$ cat config.mk
export PLATFORM = sky130hd
export DESIGN_NAME = traffic_light_monitor
export DESIGN_NICKNAME = d
export VERILOG_FILES = /design/src/rtl/traffic_light_monitor.sv
export SDC_FILE = /design/constraint.sdc
export NUM_CORES = 1
export LEC_CHECK = 0
export BUFFER_PORTS_ARGS = -buffer_cell sky130_fd_sc_hd__clkbuf_2
export CAP_MARGIN = 10
export CORE_ASPECT_RATIO = 1.1
export CORE_MARGIN = 5
export CORE_UTILIZATION = 35
export DETAILED_ROUTE_END_ITERATION = 6
export PLACE_DENSITY = 0.61
export SLEW_MARGIN = 20
export SYNTH_ARGS = -nofsm -noshare
export SYNTH_HDL_FRONTEND = slang
export SYNTH_SLANG_ARGS = --single-unit
$ cat constraint.sdc
create_clock -name clk -period 3 [get_ports clk]
set_input_delay 0.45 -clock clk [delete_from_list [all_inputs] [get_ports clk]]
set_output_delay 0.45 -clock clk [all_outputs]
set_load 0.1 [all_outputs]
$ cat src/rtl/traffic_light_monitor.sv
// Passive observer of the traffic light lamp interface.
// Decodes the six lamps into a phase, tracks how long each phase is held
// and raises sticky flags for safety, sequence and timing violations.
module traffic_light_monitor #(
  parameter int GREEN_MIN  = 8,
  parameter int YELLOW_MIN = 3,
  parameter int MAX_DWELL  = 64,
  parameter int CNT_W      = 8
) (
  input  logic             clk,
  input  logic             rst_n,
  input  logic             ns_red,
  input  logic             ns_yellow,
  input  logic             ns_green,
  input  logic             ew_red,
  input  logic             ew_yellow,
  input  logic             ew_green,
  input  logic             emergency_vehicle,
  input  logic             clr_err,
  output logic [2:0]       phase,
  output logic [CNT_W-1:0] dwell,
  output logic [CNT_W-1:0] rounds,
  output logic             err_conflict,
  output logic             err_lamp,
  output logic             err_seq,
  output logic             err_short,
  output logic             err_stuck,
  output logic [2:0]       err_first,
  output logic             viol
);

  typedef enum logic [2:0] {
    PH_ALL_RED    = 3'd0,
    PH_NS_GO      = 3'd1,
    PH_NS_CAUTION = 3'd2,
    PH_EW_GO      = 3'd3,
    PH_EW_CAUTION = 3'd4,
    PH_INVALID    = 3'd7
  } phase_t;

  localparam logic [CNT_W-1:0] ONE        = {{(CNT_W-1){1'b0}}, 1'b1};
  localparam logic [CNT_W-1:0] GREEN_LIM  = CNT_W'(GREEN_MIN);
  localparam logic [CNT_W-1:0] YELLOW_LIM = CNT_W'(YELLOW_MIN);
  localparam logic [CNT_W-1:0] STUCK_AT   = CNT_W'(MAX_DWELL - 1);

  phase_t           cur_q;
  phase_t           dec;
  logic [CNT_W-1:0] dwell_q;
  logic [CNT_W-1:0] rounds_q;
  logic             em_d1;
  logic             em_d2;
  logic             em_win;
  logic             stuck_done;
  logic             ns_bad;
  logic             ew_bad;
  logic             changed;
  logic             legal;
  logic             c_conflict;
  logic             c_lamp;
  logic             c_seq;
  logic             c_short;
  logic             c_stuck;
  logic             any_viol;
  logic [2:0]       first_code;

  assign em_win  = em_d1 | em_d2;
  assign changed = (dec != cur_q);

  // Decode the lamp pattern into a phase; anything unsafe or malformed is INVALID
  always_comb begin
    dec    = PH_ALL_RED;
    ns_bad = !(({ns_red, ns_yellow, ns_green} == 3'b100) ||
               ({ns_red, ns_yellow, ns_green} == 3'b010) ||
               ({ns_red, ns_yellow, ns_green} == 3'b001));
    ew_bad = !(({ew_red, ew_yellow, ew_green} == 3'b100) ||
               ({ew_red, ew_yellow, ew_green} == 3'b010) ||
               ({ew_red, ew_yellow, ew_green} == 3'b001));
    if (ns_bad || ew_bad || (!ns_red && !ew_red)) begin
      dec = PH_INVALID;
    end else if (!ns_red) begin
      dec = ns_green ? PH_NS_GO : PH_NS_CAUTION;
    end else if (!ew_red) begin
      dec = ew_green ? PH_EW_GO : PH_EW_CAUTION;
    end
  end

  // Transition legality: the normal ring, plus emergency preemption shortcuts
  always_comb begin
    legal = 1'b0;
    case (cur_q)
      PH_ALL_RED:    legal = (dec == PH_NS_GO) || (dec == PH_EW_GO);
      PH_NS_GO:      legal = (dec == PH_NS_CAUTION);
      PH_NS_CAUTION: legal = (dec == PH_ALL_RED);
      PH_EW_GO:      legal = (dec == PH_EW_CAUTION);
      PH_EW_CAUTION: legal = (dec == PH_ALL_RED);
      default:       legal = 1'b0;
    endcase
    if (em_win && ((dec == PH_NS_GO) || (cur_q == PH_NS_GO && dec == PH_ALL_RED))) begin
      legal = 1'b1;
    end
  end

  // Evaluate all checks on this sample and pick the lowest code among new violations
  always_comb begin
    c_conflict = !ns_red && !ew_red;
    c_lamp     = ns_bad || ew_bad;
    c_seq      = changed && (dec != PH_INVALID) && (cur_q != PH_INVALID) && !legal;
    c_short    = changed && (dec != PH_INVALID) && !em_win &&
                 ((((cur_q == PH_NS_GO) || (cur_q == PH_EW_GO)) && (dwell_q < GREEN_LIM)) ||
                  (((cur_q == PH_NS_CAUTION) || (cur_q == PH_EW_CAUTION)) && (dwell_q < YELLOW_LIM)));
    c_stuck    = !changed && !emergency_vehicle && !stuck_done && (dwell_q >= STUCK_AT);
    any_viol   = c_conflict || c_lamp || c_seq || c_short || c_stuck;
    first_code = 3'd0;
    if (c_conflict)     first_code = 3'd1;
    else if (c_lamp)    first_code = 3'd2;
    else if (c_seq)     first_code = 3'd3;
    else if (c_short)   first_code = 3'd4;
    else if (c_stuck)   first_code = 3'd5;
  end

  // Phase, dwell, round counting and emergency history
  always_ff @(posedge clk or negedge rst_n) begin
    if (!rst_n) begin
      cur_q      <= PH_ALL_RED;
      dwell_q    <= ONE;
      rounds_q   <= '0;
      em_d1      <= 1'b0;
      em_d2      <= 1'b0;
      stuck_done <= 1'b0;
    end else begin
      cur_q <= dec;
      em_d1 <= emergency_vehicle;
      em_d2 <= em_d1;
      if (changed) begin
        dwell_q    <= ONE;
        stuck_done <= 1'b0;
      end else begin
        if (dwell_q != '1) dwell_q <= dwell_q + ONE;
        if (c_stuck) stuck_done <= 1'b1;
      end
      if (cur_q == PH_ALL_RED && dec == PH_NS_GO && !em_win) begin
        rounds_q <= rounds_q + ONE;
      end
    end
  end

  // Sticky flags, first-error capture and violation pulse; a new violation beats clr_err
  always_ff @(posedge clk or negedge rst_n) begin
    if (!rst_n) begin
      err_conflict <= 1'b0;
      err_lamp     <= 1'b0;
      err_seq      <= 1'b0;
      err_short    <= 1'b0;
      err_stuck    <= 1'b0;
      err_first    <= 3'd0;
      viol         <= 1'b0;
    end else begin
      err_conflict <= c_conflict || (err_conflict && !clr_err);
      err_lamp     <= c_lamp     || (err_lamp     && !clr_err);
      err_seq      <= c_seq      || (err_seq      && !clr_err);
      err_short    <= c_short    || (err_short    && !clr_err);
      err_stuck    <= c_stuck    || (err_stuck    && !clr_err);
      if (err_first == 3'd0 || clr_err) err_first <= first_code;
      viol <= any_viol;
    end
  end

  assign phase  = cur_q;
  assign dwell  = dwell_q;
  assign rounds = rounds_q;

endmodule

==> metrics.txt <==
Max Fclk=423.0 MHz; cell area power density=683.5 mW/mm^2; startpoint class of the critical path=register; Max Clock Skew=0.005003 ns; Worst path depth=7; # port buffers=37; vias in the first global route=1,376; Placer Congestion=0.7649; Hold Path Class=in2async; die width=76.07 microns; Num CTS Buffers=5; post-CTS sizing=0; FF-to-FF setup slack=0.64 ns; first-pass GRT wire length=6237 microns; post-DR vias/cell=5.173; clk buf depth=2; Setup Buffers After CTS=0; die extent in y=82.67 microns; total wire length=3646 microns; Routed Antenna Nets=0; worst slew pin tran=0.7705 ns; nets=221; maximum VDD drop=0.3105 mV; DR vias=1,376; Mapped Area=0.001680 sq mm; Worst Setup SP=dwell[0]; CTS tree=yes; max_cap viols=0; ANT cells=0; commonest non-fill, non-tap cells in the layout=37 x clkbuf_2, 30 x dfrtp_1, 23 x nor2_1; initial core utilization=36.12%; sequential element share of the synthesized area=46.24%; initial DRC count=86; CP max stage delay=0.57 ns; Yosys reg bits=31; All-Layer GR Usage=12.30%; initial antenna violation count=0; synth warn=0; ys flop type=dfrtp_1; clock root buffer=clkbuf_8; DRT Pass-1 Iters=4; num rows=26; Critical Path AT=2.55 ns; CTS HTree Levels=2; RSZ-0062 raised after global routing=no; core footprint=0.004652 sq mm; Synth-to-Final Area Change=21.07%; crit-path cells=ha_1 > and3_1 > nand3_1 > a211oi_1 > nor4b_2 > a41oi_1 > o32ai_1; largest net degree at the start of global routing=32; drt wl/cell=13.71 microns; fill count=470; Crit path max-delay family=simple AND/OR/NAND/NOR gates; EDFF count, synth=0; area of the multi-input gates=832.0 sq um; hold_buf cts=0; HPWL Detailed=2683 microns; worst reg2reg startpoint=dwell[0]; final worst path period share=78.81%; Leak=0.9331 nW; Rel. slew slack=48.63%; Cells after Synth=170; min Tclk post-route=2.364 ns; syn_area_per_cell=9.884 sq um; commonest non-fill, non-tap cell in the layout=clkbuf_2; total gr overflow=0; status=complete, no violations; ys async rst share=100.0%; Setup crit end=err_first[2]; CP Buf/Inv Count=0; # IOs=38; worst r2r path cells=7; clk_lat worst skew=0.28 ns; Synth cell types=48; layout cells sized above 1=27.14%; DR DRC count=0; Worst Path Required=3.19 ns; Clock Sinks=31; final setup fails=0; Final Hold Violating Endpoints=0; DP Worst Slack=0.3563 ns; Reg-to-Reg End=err_first[2]; die footprint=0.006288 sq mm; Worst Setup Slack, final=0.6358 ns; Reg clk slew, reported paths=0.07 ns; max-slew violations=0; critical path's slowest cell=dfstp_2; FF+latch area=777.0 sq um; Crit. End Element=register; Setup CP Type=reg2reg; final setup TNS=0 ns; Syn Nets=182; Worst Path Max Fanout=5
-- through the flow --
stage	utilization, %	area [sq um]	hold slack [ns]	cells	power [W]
after floorplan	-	1680	0.1544	170	0.0008866
after detailed placement	41.20	1917	0.3665	258	0.0009742
after global placement	41.20	1917	0.3582	258	0.0009727
after global routing	43.73	2034	0.2846	266	0.001463
after CTS	43.73	2034	0.2579	266	0.001411
final	43.73	2034	0.2266	266	0.001391
-- registers in the layout, indices dropped and copies added, names as in the netlist --
name / count
err_stuck: 1
rounds: 8
dwell: 8
stuck_done: 1
err_seq: 1
em_d1: 1
err_first: 3
phase: 3
err_lamp: 1
viol: 1
err_conflict: 1
em_d2: 1
err_short: 1
-- power breakdown --
group | total, W | switching [W] | internal, W
registers | 0.000513 | 0.0000548 | 0.000459
clock network | 0.000430 | 0.000161 | 0.000269
logic | 0.000447 | 0.000365 | 0.0000821
-- worst min path at each step --
stage,startpoint,end,cells after the start
after floorplan,rst_n,dwell[1],0
after global placement,em_d1,em_d2,0
after detailed placement,em_d1,em_d2,0
after CTS,rst_n,rounds[6],1
after global routing,emergency_vehicle,em_d1,1
final,rst_n,rounds[5],1
-- cell type report --
class | instances | share of cell area (%)
Multi-Input combinational cell | 123 | 40.90
Sequential cell | 31 | 38.19
Timing Repair Buffer | 40 | 10.21
Clock buffer | 6 | 4.059
Tap cell | 56 | 3.444
Clock inverter | 2 | 1.722
Inverter | 8 | 1.476
-- cells in the mapped netlist, types with 2 or more instances --
library cell   n  area, sq um
a211oi_1       2        15.01
a21o_1         3        22.52
a21oi_1        2        10.01
a22o_1         2        17.52
and3_1         3        18.77
buf_2          3        15.01
clkbuf_1       4        15.01
dfrtp_1       30        750.7
ha_1           2        25.02
inv_1          8        30.03
mux2i_1        3        30.03
nand2_1        8        30.03
nand2b_1       2        12.51
nand3_1       12        60.06
nand4_1        3        18.77
nor2_1        23        86.33
nor3_1         5        25.02
nor4_1         3        18.77
nor4b_2        2        30.03
o21ai_0        4        20.02
o21ai_1        2        10.01
o22ai_1        2        12.51
o32ai_1        2        17.52
or2_2          2        12.51
xnor2_1        9        78.83
xor2_1         7        61.31
-- routing by layer --
metal	track usage, %	wire (microns)	vias to the layer above	part of all wire, %
met1	14.18	1681	655	46
met3	4.230	212	6	5.8
met2	21.15	1698	33	47
met4	4.895	54	0	1.5
li1	-	-	682	-
met5	0	0	-	0
-- logic make-up after synthesis --
kind of cell | share of synthesized area [%]
AND/OR/NAND/NOR | 24.57
XOR/XNOR | 8.340
multiplexers | 2.457
flip-flops | 46.24
adder cells (fa/ha/maj) | 1.489
buffers and inverters | 4.244
AO/OA/AOI/OAI | 12.66
Note: power is estimated with default switching activity, not from simulation.
